File: config.mk
export PLATFORM = sky130hd
export DESIGN_NAME = csr_wr_arb_flat
export DESIGN_NICKNAME = d
export VERILOG_FILES = /design/src/rtl/csr_wr_arb_pkg.sv /design/src/rtl/csr_wr_arb_if.sv /design/src/rtl/csr_wr_fifo.sv /design/src/rtl/csr_wr_arb.sv /design/src/flat_wrapper.sv
export SDC_FILE = /design/constraint.sdc
export NUM_CORES = 1
export LEC_CHECK = 0
export BUFFER_PORTS_ARGS = -buffer_cell sky130_fd_sc_hd__buf_4
export CAP_MARGIN = 20
export CORE_AREA = 3 3 159 84
export CTS_CLUSTER_SIZE = 10
export DETAILED_ROUTE_END_ITERATION = 16
export DIE_AREA = 0 0 162 87
export GPL_TIMING_DRIVEN = 0
export PLACE_DENSITY = 0.84
export SLEW_MARGIN = 10
export SYNTH_ARGS = -nofsm -noshare
export SYNTH_HDL_FRONTEND = slang
export SYNTH_SLANG_ARGS = --single-unit
File: constraint.sdc
create_clock -name clk -period 12.15 [get_ports clk]
set_clock_uncertainty 0.05 [all_clocks]
set_input_delay 0 -clock clk [delete_from_list [all_inputs] [get_ports clk]]
set_output_delay 0 -clock clk [all_outputs]
set_load 0.01 [all_outputs]
File: src/rtl/csr_wr_arb_pkg.sv
// csr_wr_arb_pkg: shared constants and types for the CSR write arbiter.
//   CSR_AW / CSR_DW   : CSR address / data widths
//   CSR_MSTATUS/MEPC/MCAUSE : machine CSR addresses written by the trap sequencer
//   arb_state_t       : arbiter FSM state encoding
//   csr_wr_t          : one {addr,data} CSR write, also the buffer entry format
package csr_wr_arb_pkg;
  localparam int CSR_AW = 12;
  localparam int CSR_DW = 32;

  localparam logic [CSR_AW-1:0] CSR_MSTATUS = 12'h300;
  localparam logic [CSR_AW-1:0] CSR_MEPC    = 12'h341;
  localparam logic [CSR_AW-1:0] CSR_MCAUSE  = 12'h342;

  typedef enum logic [1:0] {
    S_IDLE = 2'b00,
    S_BUF  = 2'b01,
    S_LOCK = 2'b10
  } arb_state_t;

  typedef struct packed {
    logic [CSR_AW-1:0] addr;
    logic [CSR_DW-1:0] data;
  } csr_wr_t;
endpackage

File: src/rtl/csr_wr_arb_if.sv
// csr_wr_arb_if: bundle of all csr_wr_arb data/handshake signals.
//   slave  modport : the arbiter side (takes cl/ex writes and ID read, drives csr write port)
//   master modport : the surrounding pipeline / csr_regs side
interface csr_wr_arb_if;
  import csr_wr_arb_pkg::*;

  logic              cl_csr_we_i;
  logic [CSR_AW-1:0] cl_csr_waddr_i;
  logic [CSR_DW-1:0] cl_csr_wdata_i;
  logic              cl_busy_i;
  logic              ex_csr_we_i;
  logic [CSR_AW-1:0] ex_csr_waddr_i;
  logic [CSR_DW-1:0] ex_csr_wdata_i;
  logic [CSR_AW-1:0] id_csr_raddr_i;
  logic [CSR_DW-1:0] csr_rdata_i;
  logic              csr_we_o;
  logic [CSR_AW-1:0] csr_waddr_o;
  logic [CSR_DW-1:0] csr_wdata_o;
  logic [CSR_DW-1:0] id_csr_rdata_o;
  logic              arb_stall_o;

  modport slave (
    input  cl_csr_we_i, cl_csr_waddr_i, cl_csr_wdata_i, cl_busy_i,
    input  ex_csr_we_i, ex_csr_waddr_i, ex_csr_wdata_i,
    input  id_csr_raddr_i, csr_rdata_i,
    output csr_we_o, csr_waddr_o, csr_wdata_o, id_csr_rdata_o, arb_stall_o
  );

  modport master (
    output cl_csr_we_i, cl_csr_waddr_i, cl_csr_wdata_i, cl_busy_i,
    output ex_csr_we_i, ex_csr_waddr_i, ex_csr_wdata_i,
    output id_csr_raddr_i, csr_rdata_i,
    input  csr_we_o, csr_waddr_o, csr_wdata_o, id_csr_rdata_o, arb_stall_o
  );
endinterface

File: src/rtl/csr_wr_fifo.sv
// csr_wr_fifo: DEPTH-entry {addr,data} FIFO for deferred EX CSR writes.
//   clk, rst      : clock, synchronous active-high reset (pointers/count only)
//   push/push_ent : enqueue at tail (ignored when full, judged on pre-pop count)
//   pop           : dequeue head (ignored when empty)
//   head          : entry at the head
//   count/full/empty : occupancy, 0..DEPTH
//   rptr/ents     : read pointer and raw storage, used for read forwarding
module csr_wr_fifo
  import csr_wr_arb_pkg::*;
#(
  parameter int DEPTH = 2
) (
  input  logic                      clk,
  input  logic                      rst,
  input  logic                      push,
  input  csr_wr_t                   push_ent,
  input  logic                      pop,
  output csr_wr_t                   head,
  output logic [$clog2(DEPTH):0]    count,
  output logic                      full,
  output logic                      empty,
  output logic [$clog2(DEPTH)-1:0]  rptr,
  output csr_wr_t [DEPTH-1:0]       ents
);
  localparam int PW = $clog2(DEPTH);

  logic [PW-1:0]        wptr;
  csr_wr_t [DEPTH-1:0]  mem;
  logic                 do_push, do_pop;

  assign full    = (count == (PW+1)'(DEPTH));
  assign empty   = (count == '0);
  // full is taken before the pop, so a slot freed this cycle is not reusable yet
  assign do_push = push & ~full;
  assign do_pop  = pop & ~empty;
  assign head    = mem[rptr];
  assign ents    = mem;

  always_ff @(posedge clk) begin
    if (rst) begin
      wptr  <= '0;
      rptr  <= '0;
      count <= '0;
    end else begin
      if (do_push) wptr <= wptr + 1'b1;
      if (do_pop)  rptr <= rptr + 1'b1;
      case ({do_push, do_pop})
        2'b10:   count <= count + 1'b1;
        2'b01:   count <= count - 1'b1;
        default: count <= count;
      endcase
    end
  end

  // storage is not reset; entries are only meaningful below count
  always_ff @(posedge clk) begin
    if (do_push) mem[wptr] <= push_ent;
  end
endmodule

File: src/rtl/csr_wr_arb.sv
// csr_wr_arb: arbitrates the single csr_regs write port between the trap
// sequencer (cl) and CSR instructions in EX, buffering EX writes that lose.
//   clk, rst : clock, synchronous active-high reset
//   bus      : csr_wr_arb_if.slave (cl/ex write requests, ID read address and
//              raw read data in; registered write port, forwarded read data,
//              combinational stall out)
// Priority per cycle: cl write, then buffer head, then EX direct (buffer empty).
// Build option: define CSR_ARB_FWD_EN to forward pending writes to ID reads;
// without it, reads of a pending address stall instead.
module csr_wr_arb
  import csr_wr_arb_pkg::*;
#(
  parameter int DEPTH = 2
) (
  input  logic           clk,
  input  logic           rst,
  csr_wr_arb_if.slave    bus
);
  localparam int PW = $clog2(DEPTH);

  arb_state_t          state;
  logic [PW:0]         cnt, cnt_nxt;
  logic                full, empty;
  logic [PW-1:0]       rptr;
  csr_wr_t             head, ex_ent, cl_ent, sel;
  csr_wr_t [DEPTH-1:0] ents;

  logic                stall, rd_hazard, ex_acc, push, pop, direct, issue;
  logic                buf_hit, out_hit;
  logic [CSR_DW-1:0]   buf_data;
  logic [PW-1:0]       idx;

  logic                we_q;
  csr_wr_t             out_q;

  assign ex_ent = '{addr: bus.ex_csr_waddr_i, data: bus.ex_csr_wdata_i};
  assign cl_ent = '{addr: bus.cl_csr_waddr_i, data: bus.cl_csr_wdata_i};

  csr_wr_fifo #(.DEPTH(DEPTH)) u_fifo (
    .clk      (clk),
    .rst      (rst),
    .push     (push),
    .push_ent (ex_ent),
    .pop      (pop),
    .head     (head),
    .count    (cnt),
    .full     (full),
    .empty    (empty),
    .rptr     (rptr),
    .ents     (ents)
  );

  // Scan oldest to youngest so the youngest matching entry wins.
  always_comb begin
    buf_hit  = 1'b0;
    buf_data = '0;
    idx      = '0;
    for (int i = 0; i < DEPTH; i++) begin
      idx = rptr + PW'(i);
      if (((PW+1)'(i) < cnt) && (ents[idx].addr == bus.id_csr_raddr_i)) begin
        buf_hit  = 1'b1;
        buf_data = ents[idx].data;
      end
    end
  end

  assign out_hit = we_q & (out_q.addr == bus.id_csr_raddr_i);

`ifdef CSR_ARB_FWD_EN
  assign rd_hazard          = 1'b0;
  assign bus.id_csr_rdata_o = buf_hit ? buf_data :
                              out_hit ? out_q.data : bus.csr_rdata_i;
`else
  logic unused_fwd;
  assign unused_fwd         = ^buf_data;
  assign rd_hazard          = buf_hit | out_hit;
  assign bus.id_csr_rdata_o = bus.csr_rdata_i;
`endif

  // While the sequencer is busy, EX writes are held back so only the
  // existing buffer drains ahead of the trap writes.
  assign stall  = full | (bus.cl_busy_i & bus.ex_csr_we_i) | rd_hazard;
  assign ex_acc = bus.ex_csr_we_i & ~stall;
  assign pop    = ~bus.cl_csr_we_i & ~empty;
  assign push   = ex_acc & (bus.cl_csr_we_i | ~empty);
  assign direct = ex_acc & ~bus.cl_csr_we_i & empty;
  assign issue  = bus.cl_csr_we_i | ~empty | direct;

  always_comb begin
    sel = '0;
    if (bus.cl_csr_we_i) sel = cl_ent;
    else if (!empty)     sel = head;
    else if (direct)     sel = ex_ent;
  end

  always_comb begin
    cnt_nxt = cnt;
    if (push && !pop)      cnt_nxt = cnt + 1'b1;
    else if (pop && !push) cnt_nxt = cnt - 1'b1;
  end

  always_ff @(posedge clk) begin
    if (rst) begin
      state <= S_IDLE;
      we_q  <= 1'b0;
      out_q <= '0;
    end else begin
      we_q <= issue;
      if (issue) out_q <= sel;
      if (bus.cl_busy_i)     state <= S_LOCK;
      else if (cnt_nxt == '0) state <= S_IDLE;
      else                   state <= S_BUF;
    end
  end

  assign bus.csr_we_o    = we_q;
  assign bus.csr_waddr_o = out_q.addr;
  assign bus.csr_wdata_o = out_q.data;
  assign bus.arb_stall_o = stall;
endmodule

File: src/flat_wrapper.sv
// flat-port wrapper written by rule: the top's interface ports become plain ports
module csr_wr_arb_flat import csr_wr_arb_pkg::*;
#(
  parameter int DEPTH = 2
)
  (clk, rst, bus_cl_csr_we_i, bus_cl_csr_waddr_i, bus_cl_csr_wdata_i, bus_cl_busy_i, bus_ex_csr_we_i, bus_ex_csr_waddr_i, bus_ex_csr_wdata_i, bus_id_csr_raddr_i, bus_csr_rdata_i, bus_csr_we_o, bus_csr_waddr_o, bus_csr_wdata_o, bus_id_csr_rdata_o, bus_arb_stall_o);
  csr_wr_arb_if bus_i ();
  input  logic clk;
  input  logic rst;
  input wire logic [$bits(bus_i.cl_csr_we_i)-1:0] bus_cl_csr_we_i;
  input wire logic [$bits(bus_i.cl_csr_waddr_i)-1:0] bus_cl_csr_waddr_i;
  input wire logic [$bits(bus_i.cl_csr_wdata_i)-1:0] bus_cl_csr_wdata_i;
  input wire logic [$bits(bus_i.cl_busy_i)-1:0] bus_cl_busy_i;
  input wire logic [$bits(bus_i.ex_csr_we_i)-1:0] bus_ex_csr_we_i;
  input wire logic [$bits(bus_i.ex_csr_waddr_i)-1:0] bus_ex_csr_waddr_i;
  input wire logic [$bits(bus_i.ex_csr_wdata_i)-1:0] bus_ex_csr_wdata_i;
  input wire logic [$bits(bus_i.id_csr_raddr_i)-1:0] bus_id_csr_raddr_i;
  input wire logic [$bits(bus_i.csr_rdata_i)-1:0] bus_csr_rdata_i;
  output wire logic [$bits(bus_i.csr_we_o)-1:0] bus_csr_we_o;
  output wire logic [$bits(bus_i.csr_waddr_o)-1:0] bus_csr_waddr_o;
  output wire logic [$bits(bus_i.csr_wdata_o)-1:0] bus_csr_wdata_o;
  output wire logic [$bits(bus_i.id_csr_rdata_o)-1:0] bus_id_csr_rdata_o;
  output wire logic [$bits(bus_i.arb_stall_o)-1:0] bus_arb_stall_o;
  assign bus_i.cl_csr_we_i = bus_cl_csr_we_i;
  assign bus_i.cl_csr_waddr_i = bus_cl_csr_waddr_i;
  assign bus_i.cl_csr_wdata_i = bus_cl_csr_wdata_i;
  assign bus_i.cl_busy_i = bus_cl_busy_i;
  assign bus_i.ex_csr_we_i = bus_ex_csr_we_i;
  assign bus_i.ex_csr_waddr_i = bus_ex_csr_waddr_i;
  assign bus_i.ex_csr_wdata_i = bus_ex_csr_wdata_i;
  assign bus_i.id_csr_raddr_i = bus_id_csr_raddr_i;
  assign bus_i.csr_rdata_i = bus_csr_rdata_i;
  assign bus_csr_we_o = bus_i.csr_we_o;
  assign bus_csr_waddr_o = bus_i.csr_waddr_o;
  assign bus_csr_wdata_o = bus_i.csr_wdata_o;
  assign bus_id_csr_rdata_o = bus_i.id_csr_rdata_o;
  assign bus_arb_stall_o = bus_i.arb_stall_o;
  csr_wr_arb #(.DEPTH(DEPTH)) u_core (.clk(clk), .rst(rst), .bus(bus_i));
endmodule
---- Word-level counts from Yosys, hierarchy flattened ----
Index checks and enable logic that the tools add are counted.
word-level totals
  register bits after elaboration ......... 137
  bits in latches ......................... 0
  bits in writable memories ............... 0
  ROM bits ................................ 0
  input port bits ......................... 137
  output and inout bits ................... 78
  word-level logic and storage cells ...... 62
  memories kept ........................... 0
cells by class
  $add $sub $neg .......................... 4
  multipliers ............................. 0
  div/mod/pow operators ................... 0
  $lt $le $gt $ge ......................... 6
  eq/ne operators ......................... 6
  shift-type cells ........................ 0
  mux-type cells .......................... 13
  bitwise logic cells ..................... 18
  reduce and logical (&&, ||, !) cells .... 5
operators with widths
  kind                   count
  $mux W44               8
  $bwmux W88             1
  $demux W44 S1          1
  $eq A12 B12 Y1         3
  $and A1 B1 Y1          9
  $lt A1 B2 Y1 const B   3
  $or A1 B1 Y1           5
  $eq A2 B2 Y1 const B   2
  $lt A1 B2 Y1 const A   2
  $not A1 Y1             4
  $pmux W2 S2            1
  $logic_and A1 B1 Y1    3
  $add A1 B1 Y1 const B  2
  $add A2 B1 Y2 const B  1
  $eq A2 B1 Y1 const B   1
  $logic_not A2 Y1       1
  $mux W1                2
  $reduce_bool A2 Y1     1
  $sub A2 B1 Y2 const B  1
  $ge A1 B1 Y1 const B   1

---- Logic depth before layout (Yosys ltp) ----
  depth in word-level cells ............... 15
  gate-level depth with buffers ........... 13
  gate-level depth less buffers ........... 10

---- By module ----
From an unflattened synthesis, not the netlist that was laid out.
second synthesis, totals
  cells, all modules ...................... 682
  area total of the unflattened synthesis .. 7263.2 µm²
by module, submodules not included
  module       instances  cells an instance  area an instance (µm²)  seq. area each (µm²)
  csr_wr_arb   1          521                3900.0                  900.9
  csr_wr_fifo  1          161                3363.2                  2722.6

---- Worst setup path before layout ----
OpenSTA, ideal clock, no wires.
  kind .................................... register to register
  start point ............................. register u_core.u_fifo.rptr
  end point ............................... register u_core.u_fifo.mem (netlist bit u_core.u_fifo.ents[0]), enable pin
  library setup time ...................... 0.446 ns
  arrival ................................. 3.459 ns
  data required time ...................... 11.654 ns
  path slack .............................. 8.196 ns
  stages on the path, launching flop included .. 11
  path buffers ............................ 3
  clock period less this slack ............ 3.954 ns
  cells stage by stage .................... dfxtp_1 > clkbuf_1 > buf_6 > buf_4 > mux2i_1 > xnor2_1 > nor3_1 > nand4_1 > o21a_1 > nand2_1 > nor2_1
on the way
  word-level cells in the longest chain between the ends .. 12
  elaborated cells between the ends (all ways) .. 17
  those cells by class .................... 1 x add/sub; 2 x eq/ne; 6 x mux; 6 x bitwise; 2 x reduce/logical
ends and longest elaborated chain
  what                                                              RTL line                            text
  from (decl)                                                       csr_wr_fifo.sv:22                   output logic [$clog2(DEPTH)-1:0] rptr,
  from (signal assigned)                                            csr_wr_fifo.sv:46                   if (do_pop) rptr <= rptr + 1'b1;
  $add A1 B1 Y1 or $mux W44 (tied branches)                         csr_wr_arb.sv:59, csr_wr_arb.sv:60
  $mux W44 (not written as such)                                    csr_wr_arb.sv:60                    if (((PW+1)'(i) < cnt) && (ents[idx].addr == bus.id_csr_raddr_i)) begin
  $mux W44 (not written as such) or $eq A12 B12 Y1 (tied branches)  csr_wr_arb.sv:60
  $eq A12 B12 Y1 or $logic_and A1 B1 Y1 (tied branches)             csr_wr_arb.sv:60
  $logic_and A1 B1 Y1 or $mux W1 (tied branches)                    csr_wr_arb.sv:60
  $mux W1 (*)                                                       csr_wr_arb.sv:60
  $or A1 B1 Y1 (*)                                                  csr_wr_arb.sv:76                    assign rd_hazard = buf_hit | out_hit;
  $or A1 B1 Y1 (*)                                                  csr_wr_arb.sv:82                    assign stall = full | (bus.cl_busy_i & bus.ex_csr_we_i) | rd_hazard;
  $not A1 Y1 (*)                                                    csr_wr_arb.sv:83                    assign ex_acc = bus.ex_csr_we_i & ~stall;
  $and A1 B1 Y1 (*)                                                 csr_wr_arb.sv:83
  $and A1 B1 Y1 (*)                                                 csr_wr_arb.sv:85                    assign push = ex_acc & (bus.cl_csr_we_i | ~empty);
  $and A1 B1 Y1 (*)                                                 csr_wr_fifo.sv:34                   assign do_push = push & ~full;
  to (signal, indexed assignment)                                   csr_wr_fifo.sv:57                   if (do_push) mem[wptr] <= push_ent;
  to (decl)                                                         csr_wr_fifo.sv:28                   csr_wr_t [DEPTH-1:0] mem;
Mark *: on every way between the ends. The rest lies on a longest branch, timed or not. The select of a mux whose other input is x is not followed.
A chain may end at the register's enable or synchronous reset.

---- Final worst setup path ----
  start point ............................. register u_core.u_fifo.rptr
  end point ............................... register u_core.out_q (netlist bit u_core.bus.csr_waddr_o[3])
on the way
  word-level cells in the longest chain between the ends .. 15
  elaborated cells between the ends (all ways) .. 21
  those cells by class .................... 1 x add/sub; 2 x eq/ne; 9 x mux; 7 x bitwise; 2 x reduce/logical
ends and longest elaborated chain
  what                                                              RTL line                                               text
  $add A1 B1 Y1 or $mux W44 (tied branches)                         csr_wr_arb.sv:59, csr_wr_fifo.sv:36, csr_wr_arb.sv:60
  $mux W44 (on tied branches)                                       csr_wr_arb.sv:60, csr_wr_fifo.sv:36
  $mux W44 (not written as such) or $eq A12 B12 Y1 (tied branches)  csr_wr_arb.sv:60
  $eq A12 B12 Y1 or $logic_and A1 B1 Y1 (tied branches)             csr_wr_arb.sv:60
  $logic_and A1 B1 Y1 or $mux W1 (tied branches)                    csr_wr_arb.sv:60
  $mux W1                                                           csr_wr_arb.sv:60
  $or A1 B1 Y1                                                      csr_wr_arb.sv:76
  $or A1 B1 Y1                                                      csr_wr_arb.sv:82
  $not A1 Y1                                                        csr_wr_arb.sv:83
  $and A1 B1 Y1                                                     csr_wr_arb.sv:83
  $and A1 B1 Y1 (2 in series)                                       csr_wr_arb.sv:86                                       assign direct = ex_acc & ~bus.cl_csr_we_i & empty;
  $mux W44                                                          csr_wr_arb.sv:93                                       else if (direct) sel = ex_ent;
  $mux W44                                                          csr_wr_arb.sv:92                                       else if (!empty) sel = head;
  $mux W44                                                          csr_wr_arb.sv:91                                       if (bus.cl_csr_we_i) sel = cl_ent;
  to (signal assigned)                                              csr_wr_arb.sv:109                                      if (issue) out_q <= sel;
  to (decl)                                                         csr_wr_arb.sv:34                                       csr_wr_t out_q;
Parallel ways exist; a longest one is shown, timed or not. The select of a mux whose other input is x is not followed.

==> metrics.txt <==
status complete, no violations; largest net degree at the start of global routing 34; register area share after synthesis 55.5%; CTS root buf clkbuf_16; CP max FO 10; setup ws final 8830 ps; kind of critical path register to register; area of placed instances 8150 µm²; Initial Util 55.2%; Relative slew margins 39.1%; maximum vdd drop 0.131 mV; vias per cell 5.88; Avg WL per Cell 20.8 µm; post-route ant nets 0; Int Pwr 1.16 mW; initial antenna violation count 0; antenna cells 0; DRC violations left 0; most common cell after layout, fill and taps aside buf_4; critical path's slowest cell nor4_1; worst skew pair latency 420 ps; die height 87 µm; CTS tree built; number of port buffers 181; count of yosys warnings during synthesis 0; Power Density 176 nW/µm²; first-pass GRT wire length 31,900 µm; worst min path class primary input to output port; Synth Area per Inst 12.4 µm²; fin area 9620 µm²; multi-input combinational cell area 2460 µm²; Synth area leaders edfxtp_1 (40%), dfxtp_1 (15%), mux2i_1 (8.6%); Post-Route WL 20,700 µm; Crit path depth 10; Synth top area share 40.5%; H-tree levels 4; Seq pwr share 36.9%; ys async rst share 0%; post-synth cell types 35; Slew @ Worst Pin 910 ps; residual overflow from global routing 0; final hold viol count 0; fmax 0.302 GHz; post-route clock period utilization 27.3%; number of fill cells 660; #FFs+latches synth 137; die width 162 µm; family with the most delay on the worst path compound AO/OA/AOI/OAI gates; clock-pin slew on the worst setup and hold paths 60 ps; TritonCTS buffer count 17; WP buf/inv 3; Critical Path Sink u_core.bus.csr_waddr_o[3]$_SDFFE_PP0P_; Post-CTS Hold Buffers 89; max-cap violation count 0; Clock power frac 30.9%; leakage 3.79 nW; Req. time, crit path 12,400 ps; Most common cell on crit path buf_6; CP Cell Sequence clkbuf_1 -> buf_6 -> mux2i_1 -> xnor2_1 -> nor4_1 -> nand4_1 -> o21ai_4 -> o21ai_2 -> buf_6 -> o221a_1; DRT iter0 DRCs 614; sw power 531 µW; routability congestion estimate 0.851; register area 3620 µm²; Rows 28; switch share 31.4%; origin of the critical flop-to-flop path u_core.u_fifo.rptr$_SDFFE_PP0P_; Gate power share 32.2%; DP Worst Slack 9000 ps; post-synth top area cell edfxtp_1; worst r2r dst u_core.bus.csr_waddr_o[3]$_SDFFE_PP0P_; Mapped Area 6530 µm²; post-cts sizing count 0; Initial DRT Pass Iterations 5; Slew Limit Fails 0; num ports 215; Final Setup Violations 0; CP arrival 3570 ps; CTS sink count 137; Area growth syn-to-layout 47.3%; NumNets Final 959; number of synthesized flops with an enable pin 88; hpwl dp 12,600 µm; most common flop cell mapped by yosys edfxtp_1; worst-case clock buffer depth 2; Mapped Nets 668; setup_tns 0 ps; R2R setup slack 8830 ps; core area 11,800 µm²; most frequent cells in the layout buf_4 (214), dlygate4sd3_1 (89), edfxtp_1 (88); reg2reg path depth 10; GRT Util Overall 29.3%; RSZ-0062 raised after global routing no; ratio of cells with drive above 1 in the final layout 32.4%; vias in the first global route 6,013; CP peak stage delay 470 ps; Tmin final 3320 ps; vias 5,854; Die Area 14,100 µm²; Mapped Cells 527; CP endpoint kind register; crit path launch type register; setup repair bufs after CTS 0; critical path launch point u_core.u_fifo.rptr$_SDFFE_PP0P_
[sequential cells by signal, indices dropped and copies added (netlist names)]
name,cells
u_core.bus.csr_waddr_o,12
u_core.u_fifo.wptr,1
u_core.bus.csr_we_o,1
u_core.u_fifo.count,2
u_core.u_fifo.rptr,1
u_core.u_fifo.ents,88
u_core.bus.csr_wdata_o,32
[synth_stat cells, drive strengths merged, types with 11 or more instances]
library cell	count
nor2	11
buf	47
dfxtp	49
xnor2	26
nand2	44
xor2	13
clkbuf	24
o221a	42
mux2i	56
edfxtp	88
o31a	42
o21ai	44
[cell type report]
| cell class | count | area share [%] |
|---|---|---|
| flip-flops and latches | 137 | 37.7 |
| multi-input cells | 314 | 25.6 |
| repair buffers | 272 | 23.8 |
| plain buffers | 71 | 4.51 |
| clock buffers | 18 | 4.46 |
| well taps | 165 | 2.15 |
| clock inverters | 14 | 1.61 |
| inverters | 5 | 0.195 |
[how the worst min path moves through the flow]
| stage | startpoint | endpoint | cells after the start |
|---|---|---|---|
| floorplan | bus_csr_rdata_i[0] | bus_id_csr_rdata_o[0] | 1 |
| finish | bus_csr_rdata_i[29] | bus_id_csr_rdata_o[29] | 2 |
| global route | bus_csr_rdata_i[12] | bus_id_csr_rdata_o[12] | 2 |
| global placement | bus_csr_rdata_i[0] | bus_id_csr_rdata_o[0] | 2 |
| detailed placement | bus_csr_rdata_i[23] | bus_id_csr_rdata_o[23] | 2 |
| CTS | bus_csr_rdata_i[11] | bus_id_csr_rdata_o[11] | 2 |
[power by group through the flow]
stage	clock (mW)	sequential, mW	combinational [mW]
2_1_floorplan	0	0.641	0.283
3_3_place_gp	0	0.628	0.484
3_5_place_dp	0	0.627	0.499
4_1_cts	0.520	0.619	0.529
5_1_grt	0.541	0.631	0.579
6_report	0.522	0.624	0.544
[through the flow]
step	utilization (%)	hold WS (ps)	instances	power (mW)
after floorplan	-	41.8	527	0.924
after global placement	68.4	128	873	1.11
after detailed placement	68.8	128	875	1.13
after CTS	81.2	128	996	1.67
after global routing	81.2	130	996	1.75
final	81.2	127	996	1.69
[logic make-up (layout without fill, tap and decap cells)]
kind of cell / count (synthesis) / in the layout / synth area share [%]
compound gates: 139 / 139 / 17.8
fa+ha+maj: 4 / 4 / 0.766
xor+xnor: 39 / 39 / 5.23
buf+inv: 76 / 380 / 6.93
mux: 57 / 57 / 8.75
simple gates: 75 / 75 / 5.02
flops: 137 / 137 / 55.5
[layer usage]
metal	vias to the layer above	share of wire, %	track usage (%)
met5	-	0	0
met3	76	10	6.51
met4	0	3.2	13.7
met2	432	49	49.8
li1	2564	-	-
met1	2782	38	36.2
(Power assumes the default switching activity.)
